## src/rtl/if_stage.sv

```systemverilog
// Instruction-fetch front end: PC generation, synchronous ROM request and a
// show-ahead prefetch FIFO that absorbs ID stalls and is flushed on redirect.
module if_stage #(
    parameter int                ADDR_W   = 32,
    parameter int                DATA_W   = 32,
    parameter int                DEPTH    = 4,
    parameter logic [ADDR_W-1:0] RESET_PC = '0,
    parameter int                PC_STEP  = 4
) (
    input  logic                       clk,
    input  logic                       rst,
    output logic                       rom_ce_o,
    output logic [ADDR_W-1:0]          rom_addr_o,
    input  logic [DATA_W-1:0]          rom_data_i,
    input  logic                       stall_i,
    input  logic                       branch_flag_i,
    input  logic [ADDR_W-1:0]          branch_target_i,
    output logic                       id_valid_o,
    output logic [ADDR_W-1:0]          id_pc_o,
    output logic [DATA_W-1:0]          id_inst_o,
    output logic [$clog2(DEPTH):0]     occ_o
);

    localparam int PTR_W = $clog2(DEPTH);
    localparam int CNT_W = PTR_W + 1;
    localparam int ENT_W = ADDR_W + DATA_W;

    logic [ADDR_W-1:0] pc_q, pc_d;
    logic [CNT_W-1:0]  count_q, count_d;
    logic [PTR_W-1:0]  rptr_q, rptr_d;
    logic [PTR_W-1:0]  wptr_q, wptr_d;
    logic              inflight_q, inflight_d;
    logic [ADDR_W-1:0] inflight_pc_q, inflight_pc_d;
    logic [ENT_W-1:0]  mem_q [DEPTH];

    logic [CNT_W:0]    used;
    logic              issue;
    logic              valid;
    logic              push;
    logic              pop;
    logic              wr_en;
    logic [ENT_W-1:0]  head;

    // No credit is taken for a same-cycle pop, so a slot is always free for the return.
    assign used  = {1'b0, count_q} + {{CNT_W{1'b0}}, inflight_q};
    assign issue = !rst && !branch_flag_i && (used < (CNT_W+1)'(DEPTH));
    assign valid = (count_q != '0);
    assign push  = inflight_q;
    assign pop   = valid && !stall_i;
    assign wr_en = !rst && !branch_flag_i && push;
    assign head  = mem_q[rptr_q];

    always_comb begin
        pc_d          = pc_q;
        count_d       = count_q;
        rptr_d        = rptr_q;
        wptr_d        = wptr_q;
        inflight_d    = inflight_q;
        inflight_pc_d = inflight_pc_q;
        if (branch_flag_i) begin
            pc_d       = branch_target_i;
            count_d    = '0;
            rptr_d     = '0;
            wptr_d     = '0;
            inflight_d = 1'b0;
        end else begin
            if (issue) begin
                pc_d          = pc_q + ADDR_W'(PC_STEP);
                inflight_d    = 1'b1;
                inflight_pc_d = pc_q;
            end else begin
                inflight_d = 1'b0;
            end
            if (push) wptr_d = wptr_q + 1'b1;
            if (pop)  rptr_d = rptr_q + 1'b1;
            case ({push, pop})
                2'b10:   count_d = count_q + 1'b1;
                2'b01:   count_d = count_q - 1'b1;
                default: count_d = count_q;
            endcase
        end
    end

    always_ff @(posedge clk) begin
        if (rst) begin
            pc_q          <= RESET_PC;
            count_q       <= '0;
            rptr_q        <= '0;
            wptr_q        <= '0;
            inflight_q    <= 1'b0;
            inflight_pc_q <= '0;
        end else begin
            pc_q          <= pc_d;
            count_q       <= count_d;
            rptr_q        <= rptr_d;
            wptr_q        <= wptr_d;
            inflight_q    <= inflight_d;
            inflight_pc_q <= inflight_pc_d;
        end
    end

    always_ff @(posedge clk) begin
        if (wr_en) mem_q[wptr_q] <= {inflight_pc_q, rom_data_i};
    end

    assign rom_ce_o   = issue;
    assign rom_addr_o = pc_q;
    assign id_valid_o = valid;
    assign id_pc_o    = valid ? head[ENT_W-1:DATA_W] : '0;
    assign id_inst_o  = valid ? head[DATA_W-1:0]     : '0;
    assign occ_o      = count_q;

endmodule

```

## config.mk

```make
export PLATFORM = sky130hd
export DESIGN_NAME = if_stage
export DESIGN_NICKNAME = d
export VERILOG_FILES = /design/src/rtl/if_stage.sv
export SDC_FILE = /design/constraint.sdc
export NUM_CORES = 1
export LEC_CHECK = 0
export ABC_CLOCK_PERIOD_IN_PS = 3650
export BUFFER_PORTS_ARGS = -buffer_cell sky130_fd_sc_hd__buf_2
export CELL_PAD_IN_SITES_DETAIL_PLACEMENT = 0
export CELL_PAD_IN_SITES_GLOBAL_PLACEMENT = 1
export CORE_ASPECT_RATIO = 1.2
export CORE_UTILIZATION = 48
export CTS_CLUSTER_DIAMETER = 50
export DETAILED_ROUTE_END_ITERATION = 8
export PLACE_DENSITY_LB_ADDON = 0.1
export REMOVE_ABC_BUFFERS = 1
export SYNTH_ARGS = -nofsm -noshare
export SYNTH_HDL_FRONTEND = slang
export SYNTH_SLANG_ARGS = --single-unit
export TNS_END_PERCENT = 50
```

## constraint.sdc

```tcl
create_clock -name clk -period 3.65 [get_ports clk]
set_input_delay 0.5475 -clock clk [delete_from_list [all_inputs] [get_ports clk]]
set_output_delay 0.5475 -clock clk [all_outputs]
set_load 0.02 [all_outputs]
```

### Word-level counts from Yosys, hierarchy flattened

Memory sizes are Yosys's and may differ from the RTL's. A register that Yosys moved wholly into a read port is not among the register bits.
Index checks and enable logic that the tools add are counted.

| storage, ports and cells | value |
|---|---|
| bits in registers | 72 |
| memory bits (writable) | 256 |
| memories kept | 1 |
| output and inout port bits | 101 |
| input port bits | 68 |

Memories:

| name | depth | width | read ports | clocked after Yosys merged registers in | wr ports | RTL line | text |
|---|---|---|---|---|---|---|---|
| mem_q | 4 | 64 | 1 | 1 | 1 | 34 | `logic [ENT_W-1:0] mem_q [DEPTH];` |

| operators by class | value |
|---|---|
| equality and inequality tests | 2 |
| order comparisons | 1 |
| reductions and logical operators | 12 |
| bitwise gates (word level) | 1 |
| muxes and demuxes | 10 |
| $add $sub $neg | 6 |

Operators with widths:

| cell | count |
|---|---|
| $mux 32 | 4 |
| $add 32x3->32 const B | 1 |
| $pmux 3 s2 | 1 |
| $add 2x1->2 const B | 2 |
| $add 3x1->4 | 1 |
| $logic_and 1x1->1 | 4 |
| $lt 4x3->1 const B | 1 |
| $mux 2 | 2 |
| $reduce_bool 2->1 | 2 |
| $add 3x1->3 const B | 1 |
| $logic_not 1->1 | 3 |
| $mux 1 | 3 |
| $reduce_bool 3->1 | 1 |
| $sub 3x1->3 const B | 1 |
| $eq 2x1->1 const B | 1 |
| $eq 2x2->1 const B | 1 |
| $reduce_and 2->1 | 1 |
| $reduce_or 2->1 | 1 |
| $not 1->1 | 1 |

### Longest topological paths before layout

| depth | value |
|---|---|
| word-level depth | 5 |
| depth in mapped cells | 8 |
| gate-level depth less buffers | 8 |

### Least setup slack after synthesis

OpenSTA, ideal clock, no wires.

| timing path | value |
|---|---|
| path type | input-to-reg |
| start | in rst |
| end | mem mem_q[0][0] (netlist bit) (enable) |
| arrival time | 2.607 ns |
| cell stages on the path | 4 |
| setup slack | 0.614 ns |
| required time | 3.221 ns |
| path buffers | 2 |
| path through | buf_2 clkbuf_1 nor2_1 and3_1 |

| between the ends | value |
|---|---|
| word-level cells in the longest chain between the ends | 5 |

Ends and longest elaborated chain:

| what | RTL line | text |
|---|---|---|
| start: declaration | 11 | `input logic rst,` |
| $logic_not 1->1 | 50 | `assign wr_en = !rst && !branch_flag_i && push;` |
| $logic_and 1x1->1 (2 in a row) | 50 |  |
| $mux 1 | 103 | `if (wr_en) mem_q[wptr_q] <= {inflight_pc_q, rom_data_i};` |
| $mux 1 (implied by the code) | 103 |  |
| end: declaration | 34 |  |

No other way between the ends.

==> results by stage <==
Setup path:
- The kind of cell with the highest combined delay on the critical path is flip-flops.
- The highest-delay cell along the critical path is sky130_fd_sc_hd__dfxtp_4.
- Walking the worst path, the cells encountered are buf_12 > mux4_2 > and2_1 > buf_2.
- The required time of the critical path is 3.10 ns.
- The end point of the critical path is id_pc_o[19].
- The worst register-to-register path ends at rom_addr_o[23].
- Across all register-to-register paths, the minimum setup slack is 1.40 ns.
- Counting buffers and inverters, the worst setup path is 4 cells deep.
- Data arrives at the worst endpoint at around 2.4 ns.
- For the worst flop-to-flop path, the logic depth is 6.
- The number of buffers and inverters on the critical path is 2.
- The nature of the critical path endpoint is a primary output.
- The element type at the critical path start is a register.
- For this run, the slowest stage of the critical path takes between 0.7 and 0.8 ns.
- The worst setup path is of the register to primary output kind.
- In this run the worst path has a maximum fanout of 26.
- The critical register-to-register path startpoint is occ_o[2].

Finish:
- In the final layout, the share of cells above drive strength 1 is a little under a third.
- The final instance count without filler cells is 1389.
- In the layout the commonest cells are sky130_fd_sc_hd__edfxtp_1 (256), sky130_fd_sc_hd__buf_2 (168), sky130_fd_sc_hd__nand2_1 (91).
- The commonest non-fill, non-tap cell in the layout is sky130_fd_sc_hd__edfxtp_1.
- The repair_antennas step left the layout with diodes totalling 0.
- The area overhead of the layout relative to synthesis is 18.35%.
- The net count reported at finish is 1098.

STA:
- The number of endpoints failing setup at the final stage is 0.
- The maximum frequency from static timing analysis is between 0.3 and 0.4 GHz.
- Setup repair after global routing left no endpoint under its margin.
- The clock skew is slightly above 0.007 ns.
- The final count of pins violating max slew is 0.
- The worst pin sits at a relative slew slack of a little over half.
- Across all setup checks in the final design, the least slack found is 0.7134 ns.
- The measured slew at the worst slew-check pin is a little over 0.7 ns.
- The final critical-path required period is roughly 2.9 ns.
- The count of final hold-check violations was 0.
- Of the available clock period, the critical path in the final layout requires between 80% and 90%.

Die:
- The floorplan die area is roughly 28000 um2.
- The die is roughly 180 um tall.
- Pin placement for this block handled approximately 170 I/O pins.
- The number of core rows is 66.
- Once the floorplan was initialized, standard cells occupied 48.70% of the core.
- The area inside the core boundary is between 20000 and 30000 um2.
- From left edge to right edge, the die measures 153.3 um.

Clock network:
- TritonCTS created 35 clock buffers.
- Clock tree synthesis found a total of 330 sinks.
- In this run the deepest clock path goes through 3 buffers.
- TritonCTS built the clock tree.
- The clock latency on the worst-skew pair is slightly above 0.5 ns.
- CTS placed an instance of sky130_fd_sc_hd__clkbuf_16 at the clock tree root.
- The number of resized instances in the post-cts repair step is 0.
- Clock-pin slew was measured on the worst setup and hold paths at around 0.060 ns.
- The hold-fix buffer count after cts is 0.
- The clock tree synthesis step divided the H-tree into 2 levels.
- The buffer count from post-CTS setup fixing is 0.

Synth:
- Synthesis inferred 330 register bits.
- In this run the cell area of the synthesized design comes to ~13000 um2.
- Summing the areas of all compound-gate instances in the mapped netlist gives 5.075% of the synthesized area.
- In the synthesized netlist, the number of instances is ~850.
- The most common flop cell mapped by yosys is sky130_fd_sc_hd__edfxtp_1.
- The combinational family with the most area after synthesis is multiplexers.
- The cell type contributing the most total cell area after synthesis is sky130_fd_sc_hd__edfxtp_1.
- Of the total synthesized cell area, the portion taken by full adders, half adders and majority gates is less than 1%.
- The fraction of synthesized area in multiplexers is approximately 11%.
- The register area share after synthesis is a little over two thirds.
- The unique cell type count in the Yosys netlist is 49.
- The share of synthesized area in the top cell type comes to 58.28%.
- The xor and xnor fraction of the mapped netlist area is 0.3320%.
- After synthesis, the cell types taking the most area are sky130_fd_sc_hd__edfxtp_1 (58%), sky130_fd_sc_hd__dfxtp_1 (11%), sky130_fd_sc_hd__mux4_2 (11%).
- During synthesis, Yosys emitted a total of 0 warnings.
- The count of flip-flops with a built-in enable after synthesis is 256.
- The average instance in the mapped netlist occupies approximately 15 um2.
- Summing the areas of all and, or, nand and nor instances in the mapped netlist gives approximately 11% of the synthesized area.
- After synthesis, the share of flip-flops with an asynchronous set or reset is 0%.

Worst hold path:
- The class of the worst hold path is primary input to register.

Run:
- Max-cap violations in this run came to 0.

Pwr:
- The switching portion of total power is a little over a fifth.
- The sequential share of power is about half.
- The highest ir drop seen on vdd is 278.0 uV.
- The clock network is responsible for a little over two fifths of the overall power.
- The internal portion of the total power is 6.311 mW.
- Summing internal, switching and leakage power gives ~8.0 mW.
- The switching component of the power is between 1.5 and 2 mW.
- Per report_power, the combinational group accounts for between 4 and 5% of the total.
- The leakage power total is approximately 5.6 nW.
- Dividing total power by cell area gives a power density of ~500 nW/um2.

Route:
- In the routed layout, each cell is associated on average with a via count of ~5.6.
- The total vias in the final route is 7838.
- In this run the remaining antenna-violating nets after routing total 0.
- The first routing iteration left roughly 440 violations.
- The average routed wire per standard cell is ~20 um.
- The total wire length after detailed routing is 28.33 mm.
- In the routed design, unresolved DRC markers number 0.
- The first detailed-routing pass ran for 5 iterations.

Outcome:
- The run finished with clean final reports.

Global routing:
- The via count of the first global-routing pass was between 7k and 8k.
- Entering global routing, the biggest net connects 65 pins.
- The number of antenna violations at the first check in global routing is 0.
- The global-route wire length before repair is 44.51 mm.
- The total grt overflow is 0.
- Across every metal layer, demand over resource in global routing totals 20.74%.

Placement:
- The placed cell count is 1326.
- The weighted congestion at the end of routability-driven global placement is about 0.77.
- The HPWL after detailed placement is 17.77 mm.
- Port buffering added about 170 buffers.
- The minimum setup slack after placement is ~1.1 ns.
## per-stage QoR
step	TNS, ns	cell area (um2)	util (%)	hold WS, ns
after global routing	0	15610	57.63	0.2357
after detailed placement	0	14470	53.42	0.4645
after floorplan	-31.92	12950	-	0.4576
after global placement	0	14470	53.42	0.4670
after CTS	0	15610	57.63	0.2296
final	0	15610	57.63	0.2511
## state kept, by name (all words and copies together) (netlist names), named ones only
name,count
mem_q,256
inflight_pc_q,32
rom_addr_o,32
occ_o,3
rptr_q,2
wptr_q,2
inflight_q,1
## cells in the mapped netlist, types with 3 or more instances
cell and count:
sky130_fd_sc_hd__and2_1 71, sky130_fd_sc_hd__o311ai_1 4, sky130_fd_sc_hd__or4_1 21, sky130_fd_sc_hd__o221ai_1 6, sky130_fd_sc_hd__mux4_2 64, sky130_fd_sc_hd__clkbuf_1 36
sky130_fd_sc_hd__o311ai_0 4, sky130_fd_sc_hd__nor4_1 3, sky130_fd_sc_hd__o21ai_0 6, sky130_fd_sc_hd__a31oi_1 22, sky130_fd_sc_hd__xnor2_1 3, sky130_fd_sc_hd__nand2_1 92
sky130_fd_sc_hd__inv_1 12, sky130_fd_sc_hd__nand4_1 9, sky130_fd_sc_hd__nand3_1 13, sky130_fd_sc_hd__o211ai_1 6, sky130_fd_sc_hd__and4_1 6, sky130_fd_sc_hd__dfxtp_1 74
sky130_fd_sc_hd__mux2i_1 3, sky130_fd_sc_hd__or3_1 9, sky130_fd_sc_hd__ha_1 6, sky130_fd_sc_hd__nor3_1 9, sky130_fd_sc_hd__edfxtp_1 256, sky130_fd_sc_hd__a21oi_1 45
sky130_fd_sc_hd__and3_1 11, sky130_fd_sc_hd__buf_2 16, sky130_fd_sc_hd__nor2_1 15
## cell families after synthesis
family,Yosys count
AO/OA/AOI/OAI,106
multiplexers,67
flip-flops,330
adder cells (fa/ha/maj),7
buffers and inverters,68
XOR/XNOR,5
AND/OR/NAND/NOR,269
## power groups by stage
stage	Sequential (mW)	Combinational, mW	Clock, mW
final	4.14	0.366	3.48
after global routing	4.15	0.400	3.71
after CTS	4.14	0.373	3.56
after detailed placement	4.22	0.372	0
after global placement	4.22	0.369	0
after floorplan	4.24	0.160	0
## worst min-delay path by stage
stage	from	end	slack, ns	cells past startpoint
2_1_floorplan	inflight_pc_q[0]	inflight_pc_q[0]	0.46	2
3_5_place_dp	rom_addr_o[1]	inflight_pc_q[1]	0.46	2
6_report	rom_data_i[30]	mem_q[1][30]	0.25	1
5_1_grt	rom_data_i[2]	mem_q[1][2]	0.24	1
4_1_cts	rom_data_i[30]	mem_q[1][30]	0.23	1
3_3_place_gp	rom_addr_o[1]	inflight_pc_q[1]	0.47	2
## final cells by class
cell class	count	area, um2
fillers	2210	11480
multi-input cells	454	3757
inverters	13	48.80
repair buffers	189	1061
clock inverters	15	165.2
flip-flops and latches	330	9176
well taps	340	425.4
clock buffers	48	975.9
## per-layer routing
metal	vias up	track usage [%]	wire length (um)
li1	3674	-	-
met1	3907	28.25	12510
met2	214	34.10	13940
met3	43	3.583	1268
met4	0	6.626	614
met5	-	0	0
No activity file was read; power rests on OpenSTA's default activity.
